### src/rtl/matmul_pkg.sv
// Shared types and default widths for the matrix-multiplier datapath.
// Used by the dot-product sequencer and any MAC users.
package matmul_pkg;

  localparam int DATA_W_DEF  = 16;
  localparam int ACCUM_W_DEF = 2 * DATA_W_DEF;
  localparam int LEN_W_DEF   = 8;

  typedef enum logic [2:0] {
    IDLE,
    STREAM,
    FLUSH,
    CAPTURE,
    DONE
  } seq_state_t;

endpackage

### src/rtl/dot_product_sequencer.sv
// Streams K operand pairs into a MAC, flushes it, captures the total.
// Ports: cmd (len in), op (a/b in), mac (ctrl out, total in), res (out).
module dot_product_sequencer
  import matmul_pkg::*;
#(
  parameter int DATA_WIDTH  = DATA_W_DEF,
  parameter int ACCUM_WIDTH = 2 * DATA_WIDTH,
  parameter int LEN_WIDTH   = LEN_W_DEF
) (
  input  logic                   clk,
  input  logic                   rst,
  input  logic                   cmd_valid,
  output logic                   cmd_ready,
  input  logic [LEN_WIDTH-1:0]   cmd_len,
  input  logic                   op_valid,
  output logic                   op_ready,
  input  logic [DATA_WIDTH-1:0]  op_a,
  input  logic [DATA_WIDTH-1:0]  op_b,
  output logic                   mac_clr,
  output logic                   mac_run,
  output logic [DATA_WIDTH-1:0]  mac_in1,
  output logic [DATA_WIDTH-1:0]  mac_in2,
  input  logic [ACCUM_WIDTH-1:0] mac_total,
  input  logic                   mac_err,
  output logic                   res_valid,
  input  logic                   res_ready,
  output logic [ACCUM_WIDTH-1:0] res_total,
  output logic                   res_err
);

  localparam logic [LEN_WIDTH-1:0] ONE = 1;

  seq_state_t state_q, state_d;
  logic [LEN_WIDTH-1:0]   len_q, len_d;
  logic [LEN_WIDTH-1:0]   cnt_q, cnt_d;
  logic [ACCUM_WIDTH-1:0] res_total_q, res_total_d;
  logic                   res_err_q, res_err_d;

  always_comb begin
    state_d     = state_q;
    len_d       = len_q;
    cnt_d       = cnt_q;
    res_total_d = res_total_q;
    res_err_d   = res_err_q;
    cmd_ready   = 1'b0;
    op_ready    = 1'b0;
    mac_clr     = 1'b0;
    mac_run     = 1'b0;
    mac_in1     = '0;
    mac_in2     = '0;
    unique case (state_q)
      IDLE: begin
        cmd_ready = 1'b1;
        mac_clr   = 1'b1;
        if (cmd_valid) begin
          len_d   = cmd_len;
          cnt_d   = '0;
          state_d = (cmd_len != '0) ? STREAM : FLUSH;
        end
      end
      STREAM: begin
        op_ready = 1'b1;
        if (op_valid) begin
          mac_run = 1'b1;
          mac_in1 = op_a;
          mac_in2 = op_b;
          cnt_d   = cnt_q + ONE;
          if (cnt_q == len_q - ONE) begin
            state_d = FLUSH;
          end
        end
      end
      // one extra run pushes the last product into the total
      FLUSH: begin
        mac_run = 1'b1;
        state_d = CAPTURE;
      end
      CAPTURE: begin
        res_total_d = mac_total;
        res_err_d   = mac_err;
        state_d     = DONE;
      end
      DONE: begin
        if (res_ready) begin
          state_d = IDLE;
        end
      end
      default: state_d = IDLE;
    endcase
    // reset clears the MAC even if a job was mid-stream
    if (rst) begin
      cmd_ready = 1'b0;
      op_ready  = 1'b0;
      mac_clr   = 1'b1;
      mac_run   = 1'b0;
      mac_in1   = '0;
      mac_in2   = '0;
    end
  end

  always_ff @(posedge clk) begin
    if (rst) begin
      state_q     <= IDLE;
      len_q       <= '0;
      cnt_q       <= '0;
      res_total_q <= '0;
      res_err_q   <= 1'b0;
    end else begin
      state_q     <= state_d;
      len_q       <= len_d;
      cnt_q       <= cnt_d;
      res_total_q <= res_total_d;
      res_err_q   <= res_err_d;
    end
  end

  assign res_valid = (state_q == DONE);
  assign res_total = res_total_q;
  assign res_err   = res_err_q;

endmodule

### config.mk
export PLATFORM = sky130hd
export DESIGN_NAME = dot_product_sequencer
export DESIGN_NICKNAME = d
export VERILOG_FILES = /design/src/rtl/matmul_pkg.sv /design/src/rtl/dot_product_sequencer.sv
export SDC_FILE = /design/constraint.sdc
export NUM_CORES = 1
export LEC_CHECK = 0
export ABC_AREA = 1
export BUFFER_PORTS_ARGS = -buffer_cell sky130_fd_sc_hd__buf_2
export CAP_MARGIN = 20
export CORE_MARGIN = 3
export CORE_UTILIZATION = 47
export DETAILED_ROUTE_END_ITERATION = 10
export HOLD_SLACK_MARGIN = 0.1
export PLACE_DENSITY_LB_ADDON = 0.12
export REMOVE_ABC_BUFFERS = 1
export SYNTH_ARGS = -nofsm -noshare
export SYNTH_HDL_FRONTEND = slang
export SYNTH_SLANG_ARGS = --single-unit
### constraint.sdc
create_clock -name clk -period 3.85 [get_ports clk]
set_input_delay 0.77 -clock clk [delete_from_list [all_inputs] [get_ports clk]]
set_output_delay 0.77 -clock clk [all_outputs]
set_load 0.02 [all_outputs]
==> reports/results.txt <==
Outcome: finished clean
CP Class: flop to output port
Pleak: 2.03 nW
DIE AREA: 6440 µm²
DRC violations left: 0
Launching point of the worst reg2reg path: state_q[2]
Iteration-0 DRC count of the detailed router: 79
Cts bufs inserted: 5
Register bit total from synthesis: 52
Post-synth EDFFs: 0
Switching part of the total power: 0.395
Clock Path Buffers: 2
Placer congestion estimate: 0.869
First-pass GRT wire length: 11.1 mm
Core Area: 5200 µm²
Starting Density: 0.498
P_int: 0.929 mW
Via density per instance: 4.72
Detail Route Antenna Nets: 0
Yosys top cell by area: dfxtp_1
Fin. Hold Viols: 0
WP depth: 6
Max Transition Viols Final: 0
IO buf count: 147
Die Y: 80.2 µm
Cell Pwr Density: 445 nW/µm²
Hold Path Stages: 2
Clk pwr share: 0.199
Mux cell area share after synthesis: 0
Placed wire-length estimate: 5.38 mm
Finish-stage setup viols: 0
CP Launch Type: flop
Maximum clock frequency: 347 MHz
Hold Startpoint: len_q[7]
Reg2Reg Setup Slack: 1.99 ns
Synthesis-to-finish area growth: 33.1%
Post-synthesis adder-cell area fraction: 0.00966
Compound-gate portion of the synthesized area: 0.128
Sequential cell area fraction in the yosys report: 0.402
Largest family of logic cells by synthesized area: simple AND/OR/NAND/NOR gates
Cell count after synthesis: 400
Dpl ws: 0.993 ns
CP bufs+invs: 1
Clk Tree Root Cell: clkbuf_8
Synth Warn #: 0
Diode count: 0
Comb power frac: 0.382
Total GRT Usage: 0.213
Setup crit end kind: output port
Synth top area cells: dfxtp_1 (40%), nor2_1 (17%), inv_1 (8.4%), o21ai_0 (7.7%), nand2_1 (7.5%)
I/O Pins: 148
Antenna violations before repair: 0
Global route overflow: 0
Total Routed Length: 7.04 mm
Fraction of the mapped netlist area in simple logic gates: 0.329
Delay of the slowest critical-path stage: 0.54 ns
Vias: 2886
VDD IR max: 0.248 mV
Total of max-cap violations: 0
Share of the synthesized area in the top cell type: 0.402
RR Endpoint: res_total[3]
FF-to-FF path depth: 5
CP top delay family: simple AND/OR/NAND/NOR gates
Fin Setup TNS: 0 ns
Clk_skew: 0.00986 ns
Share of post-route cells with drive strength above 1: 0.316
Yosys cell types: 33
Minimum clock period: 2.88 ns
Syn_area_per_cell: 6.47 µm²
Relative slew slack: 0.344
RSZ-0062 raised after global routing: no
Xor/xnor share of the synthesized area: 0.0169
Primary FF master, synth: dfxtp_1
Post-Synthesis Cell Area: 2590 µm²
Clk pin slew, worst setup/hold paths: 0.10 ns
Flop pwr share: 0.419
Die X: 80.2 µm
Final WS setup: 0.970 ns
Maximum fanout along the worst path: 33
Clock Latency Late Sink: 0.31 ns
CP max-delay cell: nand2_1
# hold bufs at CTS: 0
Worst Path Required: 3.08 ns
CP cell instances: nor2_4 -> nand2_2 -> nor2_1 -> nand2_1 -> nor2_1 -> buf_2
Asr flop ratio synth: 0
P_sw: 0.606 mW
Row cnt: 26
Post-CTS Setup Bufs: 0
Hold crit path type: flop to flop
WL/cell: 11.5 µm
Final Net Count: 621
H-tree depth: 2
Crit path DAT: 2.11 ns
Largest net degree at the start of global routing: 36
Hold Slack: 0.485 ns
CTS tree: yes
Vias in the first global route: 2608
Pre-antenna DRT Iters: 4
TritonCTS sink count: 52
Cell repeated most along the worst path: nor2_1
Tcrit/Tclk final: 0.748
Post-cts resize count: 0
Hold Path End: len_q[7]
Worst-Margin Slew: 0.983 ns
-- tightest hold or removal path: stages (launching register included) --
cell	delay (ns)
dfxtp_1	0.33
nand2_1	0.06
a21oi_1	0.05
-- routing by layer --
| metal | vias to the layer above | global-route usage | wire (µm) |
|---|---|---|---|
| met1 | 1268 | 0.268 | 3040 |
| met3 | 8 | 0.0538 | 520 |
| met4 | 0 | 0.0777 | 100 |
| li1 | 1508 | - | - |
| met5 | - | 0 | 0 |
| met2 | 102 | 0.352 | 3380 |
-- power groups by stage --
stage                     Sequential [mW]  Clock (mW)  Combinational (mW)
after floorplan                     0.687           0               0.370
after global placement              0.653           0               0.575
after detailed placement            0.654           0               0.585
after CTS                           0.643       0.318               0.587
after global routing                0.651       0.338               0.660
final                               0.644       0.306               0.586
-- how the worst max path moves through the flow --
| stage | startpoint | to | slack [ns] |
|---|---|---|---|
| after global routing | state_q[2] | mac_in1[1] | 0.69 |
| after global placement | rst | mac_in1[10] | 1.06 |
| after floorplan | rst | mac_in1[0] | 0.98 |
| after detailed placement | rst | mac_in1[2] | 0.99 |
| final | state_q[2] | mac_in1[2] | 0.97 |
| after CTS | state_q[2] | mac_in1[2] | 0.93 |
-- placed cells by master (no fill, tap or decap), types with 2 or more instances in the layout --
cell type  instances
buf_2            147
nor2_1           118
inv_1             58
nand2_1           52
dfxtp_1           52
o21ai_0           40
a21oi_1           13
nand3_1           13
clkbuf_8           5
nand2_2            3
nor3_1             3
xor2_1             3
nor2_4             2
inv_2              2
nand2_4            2
nor2_2             2
a211oi_1           2
xnor2_1            2
nand4_1            2
nor4_1             2
o21a_1             2
ha_1               2
buf_4              2
-- per-stage QoR --
step,cells,area (µm²),utilization,total power [mW]
global route,611,3450,0.662,1.65
detailed placement,604,3360,0.646,1.24
CTS,611,3450,0.662,1.55
finish,611,3450,0.662,1.54
global placement,604,3360,0.646,1.23
floorplan,385,2520,-,1.06
-- Yosys cell counts, types with 2 or more instances --
cell / count
nor2_1: 118
inv_1: 58
dfxtp_1: 52
nand2_1: 52
o21ai_0: 40
a21oi_1: 13
nand3_1: 13
buf_2: 7
clkbuf_1: 7
nand2_2: 3
nor3_1: 3
xor2_1: 3
a211oi_1: 2
ha_1: 2
inv_2: 2
nand2_4: 2
nand4_1: 2
nor2_2: 2
nor2_4: 2
nor4_1: 2
o21a_1: 2
xnor2_1: 2
-- sequential cells by signal, indices dropped and copies added (netlist names) --
register and cells:
res_total 32, cnt_q 8, len_q 8, state_q 3, res_err 1
-- layout make-up --
| type | instances | area (µm²) |
|---|---|---|
| Clock buffer | 5 | 68.8 |
| Clock inverter | 2 | 16.3 |
| Fill cell | 466 | 1760 |
| Inverter | 61 | 231 |
| Multi-Input combinational cell | 272 | 1250 |
| Sequential cell | 52 | 1040 |
| Tap cell | 70 | 87.6 |
| Timing Repair Buffer | 149 | 751 |
-- logic make-up (layout without fill, tap and decap cells) --
kind of cell | after synthesis | after routing
DFF | 52 | 52
buffers and inverters | 76 | 217
AOI/OAI and AO/OA | 62 | 62
adders and majority gates | 2 | 2
xor gates and xnor gates | 5 | 5
and+or+nand+nor | 203 | 203
(Power assumes the default switching activity.)
